$ cat src/rtl/uart_pin_lock_ctrl.sv
// PIN-entry lock controller: collects ASCII digits from the UART byte stream,
// checks them against a stored code, and drives open/auto-relock/lockout.
module uart_pin_lock_ctrl #(
  parameter int          PIN_LEN        = 4,
  parameter logic [63:0] PIN_CODE       = 64'h31323334,
  parameter int          OPEN_CYCLES    = 250000000,
  parameter int          ENTRY_TIMEOUT  = 500000000,
  parameter int          MAX_FAILS      = 3,
  parameter int          LOCKOUT_CYCLES = 1500000000
) (
  input  logic       clk,
  input  logic       rst,
  input  logic       rx_valid,
  input  logic [7:0] rx_byte,
  output logic       lock_open,
  output logic       lockout,
  output logic       bad_pin,
  output logic [2:0] fail_cnt,
  output logic [2:0] state_o
);

  localparam int MAX_OE = (OPEN_CYCLES > ENTRY_TIMEOUT) ? OPEN_CYCLES : ENTRY_TIMEOUT;
  localparam int MAX_T  = (MAX_OE > LOCKOUT_CYCLES) ? MAX_OE : LOCKOUT_CYCLES;
  localparam int TW     = $clog2(MAX_T) + 1;
  localparam int BW     = 8 * PIN_LEN;

  typedef enum logic [2:0] {
    S_IDLE    = 3'd0,
    S_ENTRY   = 3'd1,
    S_CHECK   = 3'd2,
    S_OPEN    = 3'd3,
    S_LOCKOUT = 3'd4
  } state_t;

  state_t          r_state;
  logic [BW-1:0]   r_buf;
  logic [3:0]      r_cnt;
  logic            r_ovf;
  logic [TW-1:0]   r_timer;
  logic            r_lock_open;
  logic            r_lockout;
  logic            r_bad_pin;
  logic [2:0]      r_fail_cnt;

  logic            w_digit;
  logic            w_submit;
  logic            w_clear;
  logic            w_extend;
  logic            w_close;
  logic            w_match;
  logic            w_last_fail;
  logic [BW-1:0]   w_shifted;

  // rx_valid is a one-cycle strobe with no backpressure: a byte is consumed
  // in the cycle it is presented or dropped.
  assign w_digit  = (rx_byte >= 8'h30) && (rx_byte <= 8'h39);
  assign w_submit = (rx_byte == 8'h23);
  assign w_clear  = (rx_byte == 8'h2A);
  assign w_extend = (rx_byte == 8'h41);
  assign w_close  = (rx_byte == 8'h43);

  assign w_shifted   = BW'({r_buf, rx_byte});
  assign w_match     = (r_cnt == 4'(PIN_LEN)) && !r_ovf && (r_buf == PIN_CODE[BW-1:0]);
  assign w_last_fail = (({1'b0, r_fail_cnt} + 4'd1) == 4'(MAX_FAILS));

  always_ff @(posedge clk) begin
    if (rst) begin
      r_state     <= S_IDLE;
      r_buf       <= '0;
      r_cnt       <= '0;
      r_ovf       <= 1'b0;
      r_timer     <= '0;
      r_lock_open <= 1'b0;
      r_lockout   <= 1'b0;
      r_bad_pin   <= 1'b0;
      r_fail_cnt  <= '0;
    end else begin
      r_bad_pin <= 1'b0;
      case (r_state)
        S_IDLE: begin
          if (rx_valid && w_digit) begin
            r_buf   <= BW'(rx_byte);
            r_cnt   <= 4'd1;
            r_ovf   <= 1'b0;
            r_timer <= TW'(ENTRY_TIMEOUT);
            r_state <= S_ENTRY;
          end
        end
        S_ENTRY: begin
          if (rx_valid && (w_digit || w_submit || w_clear)) begin
            r_timer <= TW'(ENTRY_TIMEOUT);
            if (w_digit) begin
              if (r_cnt < 4'(PIN_LEN)) begin
                r_buf <= w_shifted;
                r_cnt <= r_cnt + 4'd1;
              end else begin
                r_ovf <= 1'b1;
              end
            end else if (w_clear) begin
              r_buf   <= '0;
              r_cnt   <= '0;
              r_ovf   <= 1'b0;
              r_state <= S_IDLE;
            end else begin
              r_state <= S_CHECK;
            end
          end else if (r_timer == '0) begin
            r_buf   <= '0;
            r_cnt   <= '0;
            r_ovf   <= 1'b0;
            r_state <= S_IDLE;
          end else begin
            r_timer <= r_timer - TW'(1);
          end
        end
        S_CHECK: begin
          r_buf <= '0;
          r_cnt <= '0;
          r_ovf <= 1'b0;
          if (w_match) begin
            r_fail_cnt  <= '0;
            r_timer     <= TW'(OPEN_CYCLES);
            r_lock_open <= 1'b1;
            r_state     <= S_OPEN;
          end else begin
            r_bad_pin <= 1'b1;
            if (w_last_fail) begin
              r_fail_cnt <= '0;
              r_timer    <= TW'(LOCKOUT_CYCLES);
              r_lockout  <= 1'b1;
              r_state    <= S_LOCKOUT;
            end else begin
              r_fail_cnt <= r_fail_cnt + 3'd1;
              r_state    <= S_IDLE;
            end
          end
        end
        S_OPEN: begin
          // A byte arriving on the expiry cycle takes priority over the timer.
          if (rx_valid && w_close) begin
            r_timer     <= '0;
            r_lock_open <= 1'b0;
            r_state     <= S_IDLE;
          end else if (rx_valid && w_extend) begin
            r_timer <= TW'(OPEN_CYCLES);
          end else if (r_timer <= TW'(1)) begin
            r_timer     <= '0;
            r_lock_open <= 1'b0;
            r_state     <= S_IDLE;
          end else begin
            r_timer <= r_timer - TW'(1);
          end
        end
        S_LOCKOUT: begin
          if (r_timer <= TW'(1)) begin
            r_timer   <= '0;
            r_lockout <= 1'b0;
            r_state   <= S_IDLE;
          end else begin
            r_timer <= r_timer - TW'(1);
          end
        end
        default: begin
          r_lock_open <= 1'b0;
          r_lockout   <= 1'b0;
          r_state     <= S_IDLE;
        end
      endcase
    end
  end

  assign lock_open = r_lock_open;
  assign lockout   = r_lockout;
  assign bad_pin   = r_bad_pin;
  assign fail_cnt  = r_fail_cnt;
  assign state_o   = r_state;

endmodule

$ cat config.mk
export PLATFORM = sky130hd
export DESIGN_NAME = uart_pin_lock_ctrl
export DESIGN_NICKNAME = d
export VERILOG_FILES = /design/src/rtl/uart_pin_lock_ctrl.sv
export SDC_FILE = /design/constraint.sdc
export NUM_CORES = 1
export LEC_CHECK = 0
export BUFFER_PORTS_ARGS = -buffer_cell sky130_fd_sc_hd__buf_2
export CORE_ASPECT_RATIO = 0.75
export CORE_MARGIN = 1
export CORE_UTILIZATION = 40
export CTS_BUF_LIST = sky130_fd_sc_hd__clkbuf_2 sky130_fd_sc_hd__clkbuf_4 sky130_fd_sc_hd__clkbuf_8
export DETAILED_ROUTE_END_ITERATION = 12
export SLEW_MARGIN = 30
export SYNTH_ARGS = -nofsm -noshare
export SYNTH_HDL_FRONTEND = slang
export SYNTH_SLANG_ARGS = --single-unit
$ cat constraint.sdc
create_clock -name clk -period 3.4 [get_ports clk]
set_input_delay 0.68 -clock clk [delete_from_list [all_inputs] [get_ports clk]]
set_output_delay 0.68 -clock clk [all_outputs]
set_load 0.01 [all_outputs]
* After elaboration in Yosys (flattened, before gate mapping)
Index checks and enable logic that the tools add are counted.
Cells by class: $add $sub $neg 4, order comparisons 4, equal/unequal tests 25, mux-type cells 52, bitwise logic cells 3, reductions and logical operators 23
Operators by type and width (count):
- $mux 32 | 14
- $pmux 32 s5 | 1
- $pmux 32 s3 | 1
- $mux 3 | 11
- $eq 32x30->1 const B | 1
- $le 32x1->1 const B | 1
- $logic_not 32->1 | 1
- $sub 32x1->32 const B | 1
- $mux 4 | 6
- $ne 3x3->1 const B | 6
- $eq 8x6->1 const B | 2
- $eq 8x7->1 const B | 2
- $reduce_and 4->1 | 4
- $pmux 3 s5 | 1
- $mux 1 | 13
- $ne 4x4->1 const B | 3
- $pmux 4 s3 | 1
- $ne 2x2->1 const B | 5
- $reduce_and 5->1 | 2
- $pmux 1 s3 | 3
- $ge 8x6->1 const B | 1
- $le 8x6->1 const B | 1
- $logic_and 1x1->1 | 7
- $eq 3x2->1 const B | 2
- other kinds (17) | 21
Storage, ports and cells: bits in registers 78, input bits 11, output and inout port bits 9

* Logic depth before layout (Yosys ltp)
Gate-level depths: netlist (run 1).
depth in word-level cells 7, depth in mapped cells 10

* Worst setup path before layout (run 1)
No wires, ideal clock.
path kind in2reg, start input rx_byte[1], end register r_buf[10], arrival 2.403 ns, slack 0.938 ns, stages 8, path buffers 2, path through buf_2 > inv_1 > o311ai_2 > nand3_1 > o211a_1 > a31oi_1 > clkbuf_1 > a22o_1
Between the ends: longest elaborated chain between the ends 7
RTL lines:
- start: declaration | line 14 | input logic [7:0] rx_byte,
- $ge 8x6->1 or $le 8x6->1 (tied branches) | line 56 | assign w_digit = (rx_byte >= 8'h30) && (rx_byte <= 8'h39);
- $logic_and 1x1->1 | line 56
- $logic_or 1x1->1 (2 in a row) | line 90 | if (rx_valid && (w_digit || w_submit || w_clear)) begin
- $logic_and 1x1->1 | line 90
- $ne 4x4->1 (no source line) (tied with other cells)
- $reduce_and 5->1 (no source line) or $pmux 32 s3 (tied branches)
- end signal: assignment | line 82 | r_buf <= BW'(rx_byte);
- end signal: assignment | line 94 | r_buf <= w_shifted;
- end: declaration | line 36 | logic [BW-1:0] r_buf;
Parallel ways exist; a longest one is shown, timed or not. A chain may end at the register's enable or synchronous reset.

* Worst setup path after layout (run 1)
start register r_buf[22], end register r_timer[30]
Between the ends: longest elaborated chain between the ends 4
RTL lines:
- $eq 32x30->1 (*) | line 63 | assign w_match = (r_cnt == 4'(PIN_LEN)) && !r_ovf && (r_buf == PIN_CODE[BW-1:0]);
- $logic_and 1x1->1 (*) | line 63
- $mux 32 or $ne 3x3->1 (tied branches)
- $pmux 32 s5 or $reduce_and 4->1 (tied branches)
- end signal: assignment | line 85 | r_timer <= TW'(ENTRY_TIMEOUT);
- end signal: assignment | line 122 | r_timer <= TW'(OPEN_CYCLES);
- end signal: assignment | line 129 | r_timer <= TW'(LOCKOUT_CYCLES);
- end: declaration | line 39 | logic [TW-1:0] r_timer;
Every way passes the cells marked *; elsewhere a longest branch is shown, timed or not.

==> results of run 1 <==
==> final cells by class <==
type / count / area (sq um)
clock buffers: 9 / 124
repair buffers: 36 / 230
clock inverters: 7 / 55.1
well taps: 136 / 170
multi-input cells: 394 / 2640
flip-flops and latches: 78 / 1560
inverters: 25 / 93.8
fillers: 1051 / 5660
==> worst min-delay path by stage <==
stage / start / to / slack [ns] / cells past startpoint
after global placement: r_timer[7] / r_timer[7] / 0.46 / 2
after global routing: r_buf[27] / r_buf[27] / 0.50 / 1
after CTS: r_buf[27] / r_buf[27] / 0.48 / 1
after detailed placement: r_buf[27] / r_buf[27] / 0.45 / 1
after floorplan: r_buf[27] / r_buf[27] / 0.43 / 1
final: r_buf[27] / r_buf[27] / 0.47 / 1
==> metal layers <==
layer / global-route usage / vias to the layer above / part of all wire
met5: 0 / - / 0
met4: 0.0743 / 0 / 0.013
met3: 0.0793 / 16 / 0.090
met2: 0.356 / 176 / 0.40
met1: 0.395 / 2131 / 0.50
li1: - / 2113 / -
==> kinds of logic after synthesis <==
family / synth area share
buffers and inverters: 0.0535
multiplexers: 0.00906
flip-flops: 0.353
AO/OA/AOI/OAI: 0.289
AND/OR/NAND/NOR: 0.278
adder cells (fa/ha/maj): 0.0170
==> placed cells by master (no fill, tap or decap), types with 4 or more instances in the layout <==
cell      Yosys  routed
o211ai_1      6       6
nand3_1      18      18
a21oi_1      24      24
nand2b_1      4       4
nand3b_1      4       4
dfxtp_1      78      78
inv_1        25      25
nor2b_1       4       4
o32ai_1      23      23
or3_1        13      13
nor3_1       24      23
o21ai_0      13      13
a31oi_1      10       9
ha_1          6       6
a22o_1       25      25
a41oi_1       5       5
nand2_1      50      50
and2_1        6       6
buf_2         3      19
nor4bb_1      4       4
nand4_1      19      19
nor2_1       30      30
buf_4         2      16
nor4_1       10      10
mux2i_1       4       4
a211oi_1     25      25
o31ai_1       4       4
clkbuf_8      0       9
==> synthesized netlist by cell type, types with 3 or more instances <==
master     count
dfxtp_1       78
nand2_1       50
clkbuf_1      30
nor2_1        30
a211oi_1      25
a22o_1        25
inv_1         25
a21oi_1       24
nor3_1        24
o32ai_1       23
nand4_1       19
nand3_1       18
o21ai_0       13
or3_1         13
a31oi_1       10
nor4_1        10
and2_1         6
ha_1           6
o211ai_1       6
a41oi_1        5
mux2i_1        4
nand2b_1       4
nand3b_1       4
nor2b_1        4
nor4bb_1       4
o31ai_1        4
a21o_1         3
and3_1         3
and4_1         3
buf_2          3
nor4_2         3
o2111ai_1      3
o21a_1         3
or2_2          3
or4_1          3
==> through the flow <==
| stage | std cells | setup WS (ns) | total power (W) |
|---|---|---|---|
| after floorplan | 532 | 0.938 | 0.00194 |
| after global placement | 668 | 0.572 | 0.00230 |
| after detailed placement | 669 | 0.485 | 0.00231 |
| after CTS | 685 | 0.548 | 0.00298 |
| after global routing | 685 | 0.318 | 0.00318 |
| final | 685 | 0.509 | 0.00301 |
==> critical path, cell delays in order (launching register included) <==
cell and delay (ns):
dfxtp_1 0.34, or4b_4 0.55, nor3_4 0.26, and3_1 0.47, o311a_1 0.40, nand3_1 0.37
o32ai_1 0.39
==> flip-flops by register name (all words and copies together), names as in the netlist <==
name       flops
lock_open      1
r_cnt          4
r_ovf          1
lockout        1
r_timer       32
r_buf         32
fail_cnt       3
bad_pin        1
state_o        3
==> power by group <==
part / switching, W / internal (W) / total (W)
Clock: 0.000398 / 0.000275 / 0.000673
Combinational: 0.000856 / 0.000441 / 0.00130
Sequential: 0.0000712 / 0.000969 / 0.00104
==> metrics.yaml, run 1 <==
synth_top_area_frac: 0.353
critPathKind: "reg2reg"
timing.setup.tns_ns: 0
slew_violations: 0
row_count: 32
vias: 4436
post_drt_wl_per_cell_um: 20.7
grt_max_degree: 45
rr_worst_depth: 6
syn_nets: 549
drc_errors: 0
antenna_cells: 0
synth_flop_cell: "dfxtp_1"
tightest_slew_ns: 0.786
syn-instance-count: 532
clk_pin_slew_ns: 0.09
final_util: 0.463
coreArea_sq_um: 10500
seq_area_frac_synth: 0.353
powerDensity_nw_per_um2: 618
gp_congestion: 0.933
fmax_ghz: 0.346
worstSkewPairLatency_ns: 0.38
endpoint_kind: "flop"
cp-startpoint: "r_buf[22]"
rsz0062_at_grt: "no"
syn2layout_area_growth_pct: 10.3
layout_min_cycle_time_ns: 2.89
postSynthAreaPerCell_sq_um: 8.31
ys_warn_count: 0
ir_drop_uv: 232
hold_violations: 0
drtIter0Drc: 547
p_leak_nw: 1.85
timing.hold.ws_ns: 0.475
grt-ovfl-total: 0
synth_area_leaders: "dfxtp_1, a22o_1, o32ai_1"
cts_resized: 0
wl_um: 14200
antenna_found_initial: 0
die_w_um: 123
cts_tree: "done"
synth-async-reset-ratio: 0
required_ns: 3.67
die_area_sq_um: 11500
hold_path_class: "reg2reg"
final_net_count: 561
hpwlAfterDp_um: 10300
min_period_over_period: 0.850
clk_path_buf_depth: 2
ant_nets: 0
rr_endpoint: "r_timer[30]"
via_per_inst: 6.48
start_util: 0.420
holdBufCountCts: 0
startpoint_type: "flop"
num_io_pins: 20
synth_edf_count: 0
crit_path_end: "r_timer[30]"
cts_made_buffers: 9
layout-drive-gt1-share: 0.129
port-buffer-count: 19
cp_max_fo: 10
setup_viol: 0
ys_seq_elements: 78
grt_pass1_vias: 4120
final_area_sq_um: 4870
ys_types: 65
status: "finished, final reports clean"
r2r_start: "r_buf[22]"
r2r_slack_ns: 0.51
cts_sinks: 78
synth_area_leader_cell: "dfxtp_1"
cts_setup_buffers: 0
grt_first_pass_wirelength_um: 22900
dpl_cell_area_sq_um: 4700
maxSlewHeadroom: 0.475
htree_levels: 3
arrival_ns: 3.16
cap_violations: 0
cts_root_buf: "clkbuf_8"
first_pass_iters: 5
globalRouteTotalUtil: 0.264
fp.dieH_um: 93.0
netlist_area_sq_um: 4420
finClkSkew_ns: 0.0172
(Power assumes the default switching activity.)
==> inputs of run 2 (changes only) <==
--- a/config.mk
+++ b/config.mk
@@ -5,6 +5,7 @@
 export SDC_FILE = /design/constraint.sdc
 export NUM_CORES = 1
 export LEC_CHECK = 0
+export ABC_AREA = 1
 export BUFFER_PORTS_ARGS = -buffer_cell sky130_fd_sc_hd__buf_2
 export CORE_ASPECT_RATIO = 0.75
 export CORE_MARGIN = 1
==> metrics.yaml, run 2 <==
timing.hold.ws_ns: 0.481
top_layer_used: "met4"
gp_congestion: 0.875
wl_met2_um: 4970
ys_seq_elements: 78
dr_wl_met3_um: 671
via_per_inst: 5.04
fp.dieH_um: 96.2
rsz0062_at_grt: "no"
path_buf_inv: 2
syn_nets: 762
p_clk_frac: 0.233
fmax_ghz: 0.389
postSynthAreaPerCell_sq_um: 6.36
endpoint_kind: "flop"
slowest_stage: "nand3_1"
grt_first_pass_wirelength_um: 20800
antenna_found_initial: 0
top_regs: "r_buf (32), r_timer (32), r_cnt (4)"
syn-instance-count: 745
fill_cells: 1248
layout-drive-gt1-share: 0.113
drtIter0Drc: 315
cap_violations: 0
maxSlewHeadroom: 0.399
cts_sinks: 78
final_cell_mix: "nand2_1, nor2_1, inv_1"
slew_violations: 0
tightest_slew_ns: 0.901
die_area_sq_um: 12300
startpoint_type: "flop"
timing.setup.tns_ns: 0
cts_made_buffers: 9
coreArea_sq_um: 11600
ys_warn_count: 0
ir_drop_uv: 282
grt-ovfl-total: 0
cts_setup_buffers: 0
start_util: 0.409
vias: 4655
slowest_delay_ns: 0.40
clk_path_buf_depth: 2
wl_um: 12400
synth_area_leaders: "dfxtp_1, nand2_1, nor2_1"
switching_power_w: 0.00149
setup_viol: 0
row_count: 34
path_cells: "inv_1 -> ha_1 -> nand2_1 -> nor2_1 -> nand2_1 -> nor2_1 -> nand3_1 -> nand3_1 -> nand3_1 -> buf_4 -> nor2_1 -> nand2_1 -> nand2_1 -> nor2_1"
powerDensity_nw_per_um2: 693
seq_area_frac_synth: 0.330
hold_path_class: "reg2reg"
synth_edf_count: 0
synth_top_area_frac: 0.330
htree_levels: 3
wl_met1_um: 6570
synth_area_leader_cell: "dfxtp_1"
finClkSkew_ns: 0.0123
cts_tree: "done"
num_io_pins: 20
synth_flop_cell: "dfxtp_1"
p_leak_nw: 2.43
cp_max_fo: 12
antenna_cells: 0
globalRouteTotalUtil: 0.219
holdBufCountCts: 0
required_ns: 3.63
hpwlAfterDp_um: 9170
netlist_area_sq_um: 4740
layout_min_cycle_time_ns: 2.57
cts_resized: 0
cts_root_buf: "clkbuf_8"
cp_top_family: "simple AND/OR/NAND/NOR gates"
ys_types: 39
port-buffer-count: 19
intPower_w: 0.00208
critPathKind: "reg2reg"
synthTopCellsByCount: "nand2_1, nor2_1, inv_1"
swShare: 0.418
status: "finished, final reports clean"
first_pass_iters: 5
post_drt_wl_per_cell_um: 13.4
syn2layout_area_growth_pct: 8.87
seqPwrFrac: 0.320
synth-async-reset-ratio: 0
finalPower_w: 0.00357
arrival_ns: 2.80
combPwrFrac: 0.447
min_period_over_period: 0.755
clk_pin_slew_ns: 0.08
die_w_um: 128
final_net_count: 774
final_common_cell: "nand2_1"
drc_errors: 0
hold_violations: 0
grt_max_degree: 61
ant_nets: 0
grt_pass1_vias: 4162
worstSkewPairLatency_ns: 0.36
synth_most_common_cell: "nand2_1"
## run 2: path summary, 6_finish.rpt
check	depth (start not counted)	slack (ns)	startpoint	endpoint
max	14	0.83	r_cnt[0]	r_timer[3]
min	2	0.48	r_buf[27]	r_buf[27]
max reg2reg	14	0.83	r_cnt[0]	r_timer[3]
min reg2reg	2	0.48	r_buf[27]	r_buf[27]
## run 2: final cells by class
| type | instances | area, sq um | share of cell area |
|---|---|---|---|
| clock inverter | 3 | 65.1 | 0.0126 |
| multi-input combinational | 561 | 2720 | 0.526 |
| inverter | 84 | 315 | 0.0611 |
| tap | 162 | 203 | 0.0393 |
| sequential | 78 | 1560 | 0.303 |
| clock buffer | 13 | 173 | 0.0335 |
| timing repair buffer | 23 | 125 | 0.0243 |
## run 2: cell families (layout without fill, tap and decap cells)
logic type                 Yosys count  count (layout)  synth area share
and+or+nand+nor                    443             443             0.405
buffers and inverters              106             123            0.0972
AOI/OAI and AO/OA                   89              89             0.110
DFF                                 78              78             0.330
xor gates and xnor gates            23              23            0.0425
adders and majority gates            6               6            0.0158
## run 2: per-layer routing
metal,GRT usage,vias to the layer above
li1,-,2375
met2,0.325,124
met4,0.0539,0
met5,0,-
met1,0.322,2141
met3,0.0406,15
## run 2: worst register-to-register path, cell delays in order, from the launching register on
cell,delay (ns)
dfxtp_1,0.34
inv_1,0.06
ha_1,0.23
nand2_1,0.08
nor2_1,0.14
nand2_1,0.07
nor2_1,0.14
nand3_1,0.19
nand3_1,0.20
nand3_1,0.40
buf_4,0.35
nor2_1,0.10
nand2_1,0.05
nand2_1,0.06
nor2_1,0.03
## run 2: per-stage QoR
step	instances	utilization	area [sq um]	worst slack (ns)
global route	924	0.446	5160	0.551
global placement	908	0.425	4920	0.656
CTS	924	0.446	5160	0.864
detailed placement	908	0.425	4920	0.624
floorplan	745	-	4740	1.35
finish	924	0.446	5160	0.832
## run 2: power by group through the flow
stage          sequential (W)  clock, W  combinational (W)
2_1_floorplan         0.00113         0            0.00129
3_3_place_gp          0.00116         0            0.00157
3_5_place_dp          0.00116         0            0.00158
4_1_cts               0.00114  0.000842            0.00159
5_1_grt               0.00116  0.000887            0.00182
6_report              0.00114  0.000832            0.00160
==> inputs of run 3 (changes only) <==
==> constraint.sdc (replaced) <==
create_clock -name clk -period 2.1 [get_ports clk]
set_input_delay 0.42 -clock clk [delete_from_list [all_inputs] [get_ports clk]]
set_output_delay 0.42 -clock clk [all_outputs]
set_load 0.01 [all_outputs]
==> metrics.yaml, run 3 (synthesis gave the netlist of run 2 again) <==
wl_um: 13500
cts_sinks: 78
cap_violations: 0
setup_ws_ns: 0.110
drtIter0Drc: 386
p_leak_nw: 2.80
startpoint_type: "flop"
stdcell_count: 986
slowest_delay_ns: 0.35
powerDensity_nw_per_um2: 1090
clk_path_buf_depth: 2
min_period_over_period: 0.948
port-buffer-count: 19
post_drt_wl_per_cell_um: 13.7
final_area_sq_um: 5870
antenna_cells: 0
cts_made_buffers: 9
grt_pass1_vias: 4463
htree_levels: 3
cp_max_fo: 9
maxSlewHeadroom: 0.598
finClkSkew_ns: 0.0139
gp_congestion: 0.903
fill_cells: 1184
hold_path_class: "in2reg"
critPathKind: "reg2reg"
path_buf_inv: 1
syn2layout_area_growth_pct: 23.9
cts_root_buf: "clkbuf_8"
hpwlAfterDp_um: 9890
grt_max_degree: 47
start_util: 0.409
top_regs: "r_buf (32), r_timer (32), r_cnt (4)"
layout-drive-gt1-share: 0.217
drc_errors: 0
hold_violations: 0
final_net_count: 836
clk_pin_slew_ns: 0.09
grt-ovfl-total: 0
row_count: 34
fp.dieH_um: 96.2
grt_first_pass_wirelength_um: 21900
dpl_cell_area_sq_um: 5370
die_w_um: 128
layout_min_cycle_time_ns: 1.99
place_ws_ns: -0.0470
status: "finished, final reports clean"
vias: 4897
required_ns: 2.36
arrival_ns: 2.25
first_pass_iters: 5
ant_nets: 0
cts_tree: "done"
regArea_sq_um: 1560
cp_top_family: "simple AND/OR/NAND/NOR gates"
setup_viol: 0
slew_violations: 0
worstSkewPairLatency_ns: 0.37
timing.hold.ws_ns: 0.350
dp_cells: 960
endpoint_kind: "flop"
path_cells: "nor2_2 -> nand2_1 -> nor2_4 -> nand3_4 -> nor2_4 -> nand2_1 -> nand3_2 -> nand4_4 -> buf_4 -> a21oi_2 -> nor2_1"
die_area_sq_um: 12300
ir_drop_uv: 519
globalRouteTotalUtil: 0.232
multi_input_area_sq_um: 2860
num_io_pins: 20
coreArea_sq_um: 11600
fmax_ghz: 0.503
final_common_cell: "nand2_1"
antenna_found_initial: 0
slowest_stage: "dfxtp_1"
final_cell_mix: "nand2_1, nor2_1, inv_1, dfxtp_1, buf_4"
via_per_inst: 4.97
tightest_slew_ns: 0.603
holdBufCountCts: 0
run 3: cell count changes in the layout (fill, tap and decap cells not counted), moves of 4 or more:
| cell | previous run | this run |
|---|---|---|
| nand2_1 | 185 | 179 |
| nor2_2 | 7 | 14 |
| nor3_1 | 14 | 10 |
| buf_12 | 0 | 5 |
| buf_4 | 4 | 56 |
| nor2_4 | 1 | 7 |
| nor2_1 | 153 | 140 |
| nand2_2 | 9 | 15 |
run 3: what timing repair did:
action | 4_1_cts | 5_1_grt
endpoints found under the setup margin | 13 | 66
setup buffers | 0 | 8
pin swaps | 1 | 8
cloned | 0 | 2
resized for setup | 2 | 43
run 3: power by group:
| part | internal, W | switching, W | leakage [nW] |
|---|---|---|---|
| Sequential | 0.00168 | 0.000159 | 0.633 |
| Combinational | 0.00131 | 0.00193 | 2.05 |
| Clock | 0.000686 | 0.000633 | 0.115 |
| Total | 0.00368 | 0.00272 | 2.80 |
run 3: tightest hold or removal path: cells and delay by family:
| kind | cells | cell delay (ns) |
|---|---|---|
| AND/OR/NAND/NOR | 1 | 0.07 |
| AO/OA/AOI/OAI | 1 | 0.07 |
| buffers and inverters | 1 | 0.11 |
run 3: worst paths after layout:
check                   from        end  slack [ns]  cells after the start
setup reg to reg  r_timer[8]   r_buf[4]        0.11                     11
hold reg to reg    r_buf[27]  r_buf[27]        0.48                      2
hold / removal    rx_byte[0]   r_buf[0]        0.35                      3
setup / recovery  r_timer[8]   r_buf[4]        0.11                     11
run 3: layout make-up:
cell class / instances / share of cell area
Clock inverter: 7 / 0.0177
Sequential cell: 78 / 0.266
Tap cell: 162 / 0.0345
Multi-Input combinational cell: 561 / 0.488
Timing Repair Buffer: 85 / 0.119
Clock buffer: 9 / 0.0211
Inverter: 84 / 0.0537
run 3: through the flow:
step / util / TNS (ns) / power (W)
after floorplan: - / 0 / 0.00393
after global placement: 0.464 / 0 / 0.00472
after detailed placement: 0.464 / -0.0924 / 0.00475
after CTS: 0.485 / 0 / 0.00610
after global routing: 0.507 / -0.321 / 0.00690
final: 0.507 / 0 / 0.00640
run 3: layer usage:
layer  wire length, um  global-route usage  part of all wire
met5                 0                   0                 0
met2              5530               0.342              0.41
met3               860              0.0395             0.064
met4               140              0.0578             0.010
met1              7010               0.345              0.52
